**src/rtl/frac_mult_scheduler_if.sv**
```systemverilog
// Request/response handshakes and the multiplier-facing bus of the fracturable multiplier scheduler.
// Vectors use ascending ranges: bit 0 is the MSB, and bit i of a 2-bit vector is port i.
interface frac_mult_scheduler_if;
    logic [0:1]  req_valid;
    logic [0:1]  req_ready;
    logic [0:1]  req_narrow;
    logic [0:15] req0_a;
    logic [0:15] req0_b;
    logic [0:15] req1_a;
    logic [0:15] req1_b;
    logic [0:1]  rsp_valid;
    logic [0:1]  rsp_ready;
    logic [0:31] rsp0_data;
    logic [0:31] rsp1_data;
    logic [0:15] mult_a;
    logic [0:15] mult_b;
    logic [0:0]  mult_mode;
    logic [0:31] mult_out;

    modport master (
        output req_valid, req_narrow, req0_a, req0_b, req1_a, req1_b, rsp_ready, mult_out,
        input  req_ready, rsp_valid, rsp0_data, rsp1_data, mult_a, mult_b, mult_mode
    );

    modport slave (
        input  req_valid, req_narrow, req0_a, req0_b, req1_a, req1_b, rsp_ready, mult_out,
        output req_ready, rsp_valid, rsp0_data, rsp1_data, mult_a, mult_b, mult_mode
    );
endinterface

```
**src/rtl/frac_mult_scheduler.sv**
```systemverilog
// Shares one fracturable 16x16 multiplier between two requesters, packing paired 8-bit ops
// into one dual-lane issue and otherwise arbitrating round-robin.
module frac_mult_scheduler #(
    parameter bit          PACK_EN   = 1'b1,
    parameter int unsigned CNT_WIDTH = 16
) (
    input  logic                 clk,
    input  logic                 rst,
    frac_mult_scheduler_if.slave bus,
    output logic [CNT_WIDTH-1:0] pack_cnt
);
    localparam int unsigned OP_W   = 16;
    localparam int unsigned LANE_W = 8;
    localparam int unsigned RES_W  = 32;

    logic                 s1_valid_q, s1_valid_d;
    logic [0:1]           s1_tag_q, s1_tag_d;
    logic [0:OP_W-1]      s1_a_q, s1_a_d;
    logic [0:OP_W-1]      s1_b_q, s1_b_d;
    logic                 s1_mode_q, s1_mode_d;
    logic [0:1]           rsp_valid_q, rsp_valid_d;
    logic [0:RES_W-1]     rsp0_data_q, rsp0_data_d;
    logic [0:RES_W-1]     rsp1_data_q, rsp1_data_d;
    logic                 rr_q, rr_d;
    logic [CNT_WIDTH-1:0] pack_cnt_q, pack_cnt_d;

    logic             both_v, pack, grant0, grant1;
    logic             s1_move, s1_load, accept;
    logic [0:RES_W-1] narrow0_res, narrow1_res;

    // Pack two narrow ops when allowed, otherwise round-robin among valid ports.
    assign both_v = bus.req_valid[0] & bus.req_valid[1];
    assign pack   = PACK_EN & both_v & bus.req_narrow[0] & bus.req_narrow[1];
    assign grant0 = pack | (both_v ? ~rr_q : bus.req_valid[0]);
    assign grant1 = pack | (both_v ?  rr_q : bus.req_valid[1]);

    // S1 drains only into response registers it owns that are free or being consumed.
    assign s1_move = s1_valid_q
                   & ~(s1_tag_q[0] & rsp_valid_q[0] & ~bus.rsp_ready[0])
                   & ~(s1_tag_q[1] & rsp_valid_q[1] & ~bus.rsp_ready[1]);
    assign s1_load = (~s1_valid_q | s1_move) & ~rst;
    assign accept  = s1_load & (grant0 | grant1);

    assign narrow0_res = {{OP_W{1'b0}}, bus.mult_out[0:OP_W-1]};
    assign narrow1_res = {{OP_W{1'b0}}, bus.mult_out[OP_W:RES_W-1]};

    always_comb begin
        s1_valid_d  = s1_valid_q;
        s1_tag_d    = s1_tag_q;
        s1_a_d      = s1_a_q;
        s1_b_d      = s1_b_q;
        s1_mode_d   = s1_mode_q;
        rsp_valid_d = rsp_valid_q;
        rsp0_data_d = rsp0_data_q;
        rsp1_data_d = rsp1_data_q;
        rr_d        = rr_q;
        pack_cnt_d  = pack_cnt_q;

        if (bus.rsp_ready[0]) rsp_valid_d[0] = 1'b0;
        if (bus.rsp_ready[1]) rsp_valid_d[1] = 1'b0;
        if (s1_move && s1_tag_q[0]) begin
            rsp_valid_d[0] = 1'b1;
            rsp0_data_d    = s1_mode_q ? narrow0_res : bus.mult_out;
        end
        if (s1_move && s1_tag_q[1]) begin
            rsp_valid_d[1] = 1'b1;
            rsp1_data_d    = s1_mode_q ? narrow1_res : bus.mult_out;
        end

        if (s1_move) s1_valid_d = 1'b0;

        // Narrow port 0 owns lane 0 (MSB byte), narrow port 1 owns lane 1; unused lane is zero.
        if (accept) begin
            s1_valid_d = 1'b1;
            s1_tag_d   = {grant0, grant1};
            if (pack) begin
                s1_mode_d = 1'b1;
                s1_a_d    = {bus.req0_a[LANE_W:OP_W-1], bus.req1_a[LANE_W:OP_W-1]};
                s1_b_d    = {bus.req0_b[LANE_W:OP_W-1], bus.req1_b[LANE_W:OP_W-1]};
                if (pack_cnt_q != '1) pack_cnt_d = pack_cnt_q + CNT_WIDTH'(1);
            end else if (grant0) begin
                s1_mode_d = bus.req_narrow[0];
                s1_a_d    = bus.req_narrow[0] ? {bus.req0_a[LANE_W:OP_W-1], {LANE_W{1'b0}}} : bus.req0_a;
                s1_b_d    = bus.req_narrow[0] ? {bus.req0_b[LANE_W:OP_W-1], {LANE_W{1'b0}}} : bus.req0_b;
                rr_d      = 1'b1;
            end else begin
                s1_mode_d = bus.req_narrow[1];
                s1_a_d    = bus.req_narrow[1] ? {{LANE_W{1'b0}}, bus.req1_a[LANE_W:OP_W-1]} : bus.req1_a;
                s1_b_d    = bus.req_narrow[1] ? {{LANE_W{1'b0}}, bus.req1_b[LANE_W:OP_W-1]} : bus.req1_b;
                rr_d      = 1'b0;
            end
        end
    end

    always_ff @(posedge clk or posedge rst) begin
        if (rst) begin
            s1_valid_q  <= 1'b0;
            s1_tag_q    <= '0;
            s1_a_q      <= '0;
            s1_b_q      <= '0;
            s1_mode_q   <= 1'b0;
            rsp_valid_q <= '0;
            rsp0_data_q <= '0;
            rsp1_data_q <= '0;
            rr_q        <= 1'b0;
            pack_cnt_q  <= '0;
        end else begin
            s1_valid_q  <= s1_valid_d;
            s1_tag_q    <= s1_tag_d;
            s1_a_q      <= s1_a_d;
            s1_b_q      <= s1_b_d;
            s1_mode_q   <= s1_mode_d;
            rsp_valid_q <= rsp_valid_d;
            rsp0_data_q <= rsp0_data_d;
            rsp1_data_q <= rsp1_data_d;
            rr_q        <= rr_d;
            pack_cnt_q  <= pack_cnt_d;
        end
    end

    assign bus.req_ready    = {grant0 & s1_load, grant1 & s1_load};
    assign bus.rsp_valid    = rsp_valid_q;
    assign bus.rsp0_data    = rsp0_data_q;
    assign bus.rsp1_data    = rsp1_data_q;
    assign bus.mult_a       = s1_a_q;
    assign bus.mult_b       = s1_b_q;
    assign bus.mult_mode[0] = s1_mode_q;
    assign pack_cnt         = pack_cnt_q;
endmodule

```
**src/flat_wrapper.sv**
```systemverilog
// flat-port wrapper written by rule: the top's interface ports become plain ports
module frac_mult_scheduler_flat 
#(
    parameter bit          PACK_EN   = 1'b1,
    parameter int unsigned CNT_WIDTH = 16
)
  (clk, rst, pack_cnt, bus_req_valid, bus_req_narrow, bus_req0_a, bus_req0_b, bus_req1_a, bus_req1_b, bus_rsp_ready, bus_mult_out, bus_req_ready, bus_rsp_valid, bus_rsp0_data, bus_rsp1_data, bus_mult_a, bus_mult_b, bus_mult_mode);
  frac_mult_scheduler_if bus_i ();
  input  logic clk;
  input  logic rst;
  output logic [CNT_WIDTH-1:0] pack_cnt;
  input wire logic [$bits(bus_i.req_valid)-1:0] bus_req_valid;
  input wire logic [$bits(bus_i.req_narrow)-1:0] bus_req_narrow;
  input wire logic [$bits(bus_i.req0_a)-1:0] bus_req0_a;
  input wire logic [$bits(bus_i.req0_b)-1:0] bus_req0_b;
  input wire logic [$bits(bus_i.req1_a)-1:0] bus_req1_a;
  input wire logic [$bits(bus_i.req1_b)-1:0] bus_req1_b;
  input wire logic [$bits(bus_i.rsp_ready)-1:0] bus_rsp_ready;
  input wire logic [$bits(bus_i.mult_out)-1:0] bus_mult_out;
  output wire logic [$bits(bus_i.req_ready)-1:0] bus_req_ready;
  output wire logic [$bits(bus_i.rsp_valid)-1:0] bus_rsp_valid;
  output wire logic [$bits(bus_i.rsp0_data)-1:0] bus_rsp0_data;
  output wire logic [$bits(bus_i.rsp1_data)-1:0] bus_rsp1_data;
  output wire logic [$bits(bus_i.mult_a)-1:0] bus_mult_a;
  output wire logic [$bits(bus_i.mult_b)-1:0] bus_mult_b;
  output wire logic [$bits(bus_i.mult_mode)-1:0] bus_mult_mode;
  assign bus_i.req_valid = bus_req_valid;
  assign bus_i.req_narrow = bus_req_narrow;
  assign bus_i.req0_a = bus_req0_a;
  assign bus_i.req0_b = bus_req0_b;
  assign bus_i.req1_a = bus_req1_a;
  assign bus_i.req1_b = bus_req1_b;
  assign bus_i.rsp_ready = bus_rsp_ready;
  assign bus_i.mult_out = bus_mult_out;
  assign bus_req_ready = bus_i.req_ready;
  assign bus_rsp_valid = bus_i.rsp_valid;
  assign bus_rsp0_data = bus_i.rsp0_data;
  assign bus_rsp1_data = bus_i.rsp1_data;
  assign bus_mult_a = bus_i.mult_a;
  assign bus_mult_b = bus_i.mult_b;
  assign bus_mult_mode = bus_i.mult_mode;
  frac_mult_scheduler #(.PACK_EN(PACK_EN), .CNT_WIDTH(CNT_WIDTH)) u_core (.clk(clk), .rst(rst), .bus(bus_i), .pack_cnt(pack_cnt));
endmodule
```
**config.mk**
```make
export PLATFORM = sky130hd
export DESIGN_NAME = frac_mult_scheduler_flat
export DESIGN_NICKNAME = d
export VERILOG_FILES = /design/src/rtl/frac_mult_scheduler_if.sv /design/src/rtl/frac_mult_scheduler.sv /design/src/flat_wrapper.sv
export SDC_FILE = /design/constraint.sdc
export NUM_CORES = 1
export LEC_CHECK = 0
export ABC_AREA = 1
export CAP_MARGIN = 0
export CORE_MARGIN = 4
export CORE_UTILIZATION = 45
export CTS_BUF_LIST = sky130_fd_sc_hd__clkbuf_8 sky130_fd_sc_hd__clkbuf_16
export DETAILED_ROUTE_END_ITERATION = 10
export PLACE_DENSITY = 0.81
export SLEW_MARGIN = 40
export SYNTH_ARGS = -nofsm -noshare
export SYNTH_HDL_FRONTEND = slang
export SYNTH_SLANG_ARGS = --single-unit
export TNS_END_PERCENT = 20
```
**constraint.sdc**
```tcl
create_clock -name clk -period 7.6 [get_ports clk]
set_input_delay 1.9 -clock clk [delete_from_list [all_inputs] [get_ports clk]]
set_output_delay 1.9 -clock clk [all_outputs]
set_load 0.005 [all_outputs]
```
== Word-level counts from Yosys, hierarchy flattened ==
Cells that the tools add are included.

* Bitwise gates (word level): 25
* Muxes and demuxes: 21
* Equal/unequal tests: 1
* Reduce and logical (&&, ||, !) cells: 7
* $add $sub $neg: 1

{| class="wikitable"
|+ Operators with widths
! operator !! count
|-
| two-way mux 16 bit || 8
|-
| two-way mux 32 bit || 2
|-
| adder 16 x 1 -> 16 bit (second input constant) || 1
|-
| inequality test 16 bit (second input constant) || 1
|-
| bitwise AND 1 bit || 13
|-
| two-way mux 1 bit || 11
|-
| NOT 1 bit || 8
|-
| nonzero test 2 bit || 3
|-
| OR 1 bit || 4
|-
| AND reduction 3 bit || 1
|-
| logical AND 1 bit || 2
|-
| AND reduction 2 bit || 1
|}

* Bits of input ports: 104
* Output and inout port bits: 117
* Bits in registers: 119
* Logic and storage cells: 66

== Logic depth before layout (Yosys ltp) ==
* Word-level depth: 9
* Depth in mapped cells: 10

== Least setup slack after synthesis ==
No wires, ideal clock.

* Kind: input to output
* Start: in rst
* End: out bus_req_ready[0]
* Data arrival time: 5095 ps
* Setup slack: 605 ps
* Stages on the path: 4
* Path through: inv_1 > nand3_4 > buf_2 > nor2_1

* Word-level cells in the longest chain between the ends: 3

{| class="wikitable"
|+ Ends and longest elaborated chain
! what !! line !! RTL
|-
| from (decl) || flat_wrapper.sv:10 || <nowiki>input logic rst;</nowiki>
|-
| NOT 1 bit || frac_mult_scheduler.sv:41 || <nowiki>assign s1_load = (~s1_valid_q | s1_move) & ~rst;</nowiki>
|-
| bitwise AND 1 bit || frac_mult_scheduler.sv:41 ||
|-
| bitwise AND 1 bit || frac_mult_scheduler.sv:121 || <nowiki>assign bus.req_ready = {grant0 & s1_load, grant1 & s1_load};</nowiki>
|-
| to (decl) || flat_wrapper.sv:20 || <nowiki>output wire logic [$bits(bus_i.req_ready)-1:0] bus_req_ready;</nowiki>
|}

Every way passes these cells.

== Worst setup path after layout ==
* Start: in bus_req_narrow[1]
* End: out bus_req_ready[0]

* Word-level cells in the longest chain between the ends: 4

{| class="wikitable"
|+ Ends and longest elaborated chain
! what !! line !! RTL
|-
| from (decl) || flat_wrapper.sv:13 || <nowiki>input wire logic [$bits(bus_i.req_narrow)-1:0] bus_req_narrow;</nowiki>
|-
| bitwise AND 1 bit (2 in series) || frac_mult_scheduler.sv:33 || <nowiki>assign pack = PACK_EN & both_v & bus.req_narrow[0] & bus.req_narrow[1];</nowiki>
|-
| OR 1 bit || frac_mult_scheduler.sv:35 || <nowiki>assign grant1 = pack | (both_v ? rr_q : bus.req_valid[1]);</nowiki>
|-
| bitwise AND 1 bit || frac_mult_scheduler.sv:121 ||
|}

Every way passes these cells.

==> flow_results.xml <==
<?xml version="1.0" encoding="UTF-8"?>
<metrics>
  <group name="setup_path">
    <metric name="critical_path.reg2reg.startpoint" unit="">u_core.s1_tag_q[0]</metric>
    <metric name="crit_path_start_kind" unit="">primary input</metric>
    <metric name="critical_path.reg2reg.endpoint" unit="">u_core.bus.rsp1_data[6]</metric>
    <metric name="setup.worst_path.class" unit="">primary input to output port</metric>
    <metric name="critical_path_required" unit="ps">5700</metric>
    <metric name="r2r.worst_path.cells" unit="">7</metric>
    <metric name="critPathMaxFanout" unit="">22</metric>
    <metric name="reg_to_reg_slack_setup" unit="ps">5220</metric>
    <metric name="end_kind" unit="">output port</metric>
    <metric name="cp_data_arrival_time" unit="ps">3950</metric>
  </group>
  <group name="floorplan">
    <metric name="start_util" unit="">0.466</metric>
    <metric name="num_io_pins" unit="">221</metric>
    <metric name="dieArea" unit="mm2">0.0151</metric>
    <metric name="core_region_area" unit="mm2">0.0128</metric>
    <metric name="chipWidth" unit="um">123</metric>
    <metric name="std_cell_rows" unit="">41</metric>
    <metric name="die_h" unit="um">123</metric>
  </group>
  <group name="route">
    <metric name="wl" unit="mm">17.9</metric>
    <metric name="drt-vias-per-instance" unit="">4.89</metric>
    <metric name="detailedRoute.firstIterationViolations" unit="">358</metric>
    <metric name="drtAntennaViolNets" unit="">0</metric>
    <metric name="route.vias.total" unit="">5612</metric>
    <metric name="drc" unit="">0</metric>
    <metric name="dr.pass1.iters" unit="">4</metric>
    <metric name="avgRoutedWirePerCell" unit="um">15.6</metric>
  </group>
  <group name="clock_network">
    <metric name="clk-insertion-delay-late" unit="ps">410</metric>
    <metric name="clock_tree.root_cell" unit="">sky130_fd_sc_hd__clkbuf_16</metric>
    <metric name="ctsResizeCount" unit="">0</metric>
    <metric name="cts.htree.levels" unit="">4</metric>
    <metric name="clkSlewWorstSetupHoldPaths" unit="ps">50</metric>
    <metric name="cts.hold.buffers_added" unit="">0</metric>
    <metric name="postCtsSetupBuffers" unit="">0</metric>
    <metric name="clkSinkCount" unit="">119</metric>
    <metric name="number_of_buffers_between_clock_root_and_the_deepest_sink" unit="">2</metric>
    <metric name="numCtsBuffers" unit="">17</metric>
    <metric name="cts_tree" unit="">done</metric>
  </group>
  <group name="sta">
    <metric name="finalSetupViolations" unit="">0</metric>
    <metric name="max_clock_skew" unit="ps">8.89</metric>
    <metric name="tightest_slew" unit="ps">793</metric>
    <metric name="max_freq" unit="MHz">171</metric>
    <metric name="post-route-min-period" unit="ps">5850</metric>
    <metric name="hold-worst-slack" unit="ps">477</metric>
    <metric name="timing.final.hold_violations" unit="">0</metric>
    <metric name="timing.max_slew.rel_slack" unit="">0.471</metric>
    <metric name="final_max_slew_viol_count" unit="">0</metric>
    <metric name="tns" unit="ps">0</metric>
    <metric name="rsz_0062_raised_after_global_routing" unit="">false</metric>
    <metric name="post-route-period-util" unit="">0.770</metric>
  </group>
  <group name="yosys">
    <metric name="ys_seq_elements" unit="">119</metric>
    <metric name="synth.top_cells.by_area" unit="">sky130_fd_sc_hd__dfrtp_1 (50%), sky130_fd_sc_hd__nand2_1 (22%), sky130_fd_sc_hd__o21ai_0 (3.7%)</metric>
    <metric name="avgSynthCellArea" unit="um2">7.89</metric>
    <metric name="synthesis.area" unit="mm2">0.00596</metric>
    <metric name="synth.distinct_cells" unit="">33</metric>
    <metric name="synth_top_area_frac" unit="">0.500</metric>
    <metric name="yosysWarningCount" unit="">0</metric>
    <metric name="yosys.area.top_type" unit="">sky130_fd_sc_hd__dfrtp_1</metric>
    <metric name="register_area_share_after_synthesis" unit="">0.500</metric>
    <metric name="netlist_instances" unit="">755</metric>
    <metric name="synth.net_count" unit="">860</metric>
  </group>
  <group name="global_routing">
    <metric name="grt_pass1_vias" unit="">5441</metric>
    <metric name="globalRoute.totalOverflow" unit="">0</metric>
    <metric name="grt_max_degree" unit="">67</metric>
    <metric name="grt.total_usage" unit="">0.239</metric>
    <metric name="grt_first_pass_wirelength" unit="mm">27.8</metric>
    <metric name="number_of_antenna_violations_at_the_first_check_in_global_routing" unit="">0</metric>
  </group>
  <group name="outcome">
    <metric name="outcome" unit="">complete, no violations</metric>
  </group>
  <group name="cells_and_area">
    <metric name="num-nets-final" unit="">1067</metric>
    <metric name="fraction_of_layout_cells_with_a_size_suffix_above_1" unit="">0.0708</metric>
    <metric name="area_growth" unit="%">47.1</metric>
    <metric name="antenna-diode-count" unit="">0</metric>
  </group>
  <group name="pwr">
    <metric name="cellLeakagePower" unit="nW">4.23</metric>
    <metric name="powerDensity" unit="mW/mm2">279</metric>
    <metric name="vdd_ir_drop_max" unit="uV">134</metric>
  </group>
  <group name="worst_hold_path">
    <metric name="whs_path_depth" unit="">2</metric>
    <metric name="min_to" unit="">u_core.bus.rsp1_data[21]</metric>
    <metric name="min_path_type" unit="">flip-flop to flip-flop</metric>
    <metric name="holdCritStartpoint" unit="">u_core.bus.rsp1_data[21]</metric>
  </group>
  <group name="job">
    <metric name="max-cap-violations" unit="">0</metric>
  </group>
  <group name="place">
    <metric name="gp_congestion" unit="">0.851</metric>
    <metric name="portBuffers" unit="">220</metric>
    <metric name="place.detailed.hpwl" unit="mm">12.8</metric>
  </group>
</metrics>
[flip-flops by register name, indices dropped and copies added, names as in the netlist]
signal,cells
u_core.bus.mult_a,16
u_core.bus.mult_b,16
u_core.bus.mult_mode,1
u_core.bus.rsp0_data,32
u_core.bus.rsp1_data,32
u_core.bus.rsp_valid,2
u_core.pack_cnt,16
u_core.rr_q,1
u_core.s1_tag_q,2
u_core.s1_valid_q,1
[metal layers]
layer	global-route usage	wire (um)	vias to the layer above
li1	-	-	2790
met1	0.288	7050	2585
met2	0.398	8660	207
met3	0.0805	1700	30
met4	0.0900	465	0
met5	0	0	-
[per-stage QoR]
step / std cells / setup WS, ps / utilization / total power (W) / area (um2)
final: 1147 / 1750 / 0.686 / 0.00244 / 8760
after floorplan: 755 / 605 / - / 0.00120 / 5960
after detailed placement: 1115 / 1780 / 0.642 / 0.00172 / 8200
after global placement: 1115 / 1810 / 0.641 / 0.00170 / 8190
after global routing: 1147 / 1660 / 0.686 / 0.00258 / 8760
after CTS: 1147 / 1750 / 0.686 / 0.00246 / 8760
[where the power goes]
group          switching [W]  internal (W)  total, W
Sequential          0.000111      0.000817  0.000928
Combinational       0.000324      0.000450  0.000774
Clock               0.000276      0.000463  0.000739
[cells in the mapped netlist, drive strengths merged]
master and count:
nand3 28, nand2 361, nor2 55, nand3b 2, and2 1, inv 36
nand4 5, buf 31, mux2i 16, a21oi 14, o21ai 68, xor2 6
clkbuf 5, ha 1, nor3 1, clkinv 2, dfrtp 119, xnor2 4
[layout make-up]
type	instances	area, um2
fill	1071	4010
sequential	119	2980
multi-input combinational	562	2630
timing repair buffer	224	2240
clock buffer	23	508
tap	172	215
inverter	38	146
clock inverter	9	48.8
[cells in the final DEF (no fill, tap or decap), types with 4 or more instances in the layout]
master                            netlist  final
sky130_fd_sc_hd__nand2_1              355    355
sky130_fd_sc_hd__clkdlybuf4s50_1        0    220
sky130_fd_sc_hd__dfrtp_1              119    119
sky130_fd_sc_hd__nor2_1                46     46
sky130_fd_sc_hd__o21ai_0               44     44
sky130_fd_sc_hd__inv_1                 34     34
sky130_fd_sc_hd__o21ai_1               23     23
sky130_fd_sc_hd__nand3_1               18     18
sky130_fd_sc_hd__clkbuf_16              0     17
sky130_fd_sc_hd__mux2i_1               16     16
sky130_fd_sc_hd__a21oi_1               13     13
sky130_fd_sc_hd__nand3_2                9      8
sky130_fd_sc_hd__clkinv_2               1      7
sky130_fd_sc_hd__xor2_1                 6      6
sky130_fd_sc_hd__clkbuf_8               0      6
sky130_fd_sc_hd__nand2_2                5      5
sky130_fd_sc_hd__nor2_4                 4      4
sky130_fd_sc_hd__nor2_2                 4      4
sky130_fd_sc_hd__xnor2_1                4      4
[critical path, cell delays in order]
cell,delay (ps)
sky130_fd_sc_hd__clkdlybuf4s50_1,450
sky130_fd_sc_hd__buf_4,310
sky130_fd_sc_hd__nand2_4,100
sky130_fd_sc_hd__nor2_8,340
sky130_fd_sc_hd__nor2_1,140
sky130_fd_sc_hd__nor2_1,140
sky130_fd_sc_hd__clkdlybuf4s50_1,550
[worst max-delay path by stage]
stage                       end         startpoint  slack (ps)
3_5_place_dp   bus_req_ready[0]  bus_req_narrow[1]        1780
4_1_cts        bus_req_ready[0]  bus_req_narrow[1]        1750
5_1_grt        bus_req_ready[0]  bus_req_narrow[1]        1660
2_1_floorplan  bus_req_ready[0]                rst         610
6_report       bus_req_ready[0]  bus_req_narrow[1]        1750
3_3_place_gp   bus_req_ready[1]  bus_req_narrow[1]        1810
[cell families after synthesis]
logic type,after synthesis,synth area share
DFF,119,0.500
AOI/OAI and AO/OA,82,0.0727
xor gates and xnor gates,10,0.0147
and+or+nand+nor,453,0.324
muxes,16,0.0269
buffers and inverters,74,0.0601
adders and majority gates,1,0.00210
No activity file was read; power rests on OpenSTA's default activity.
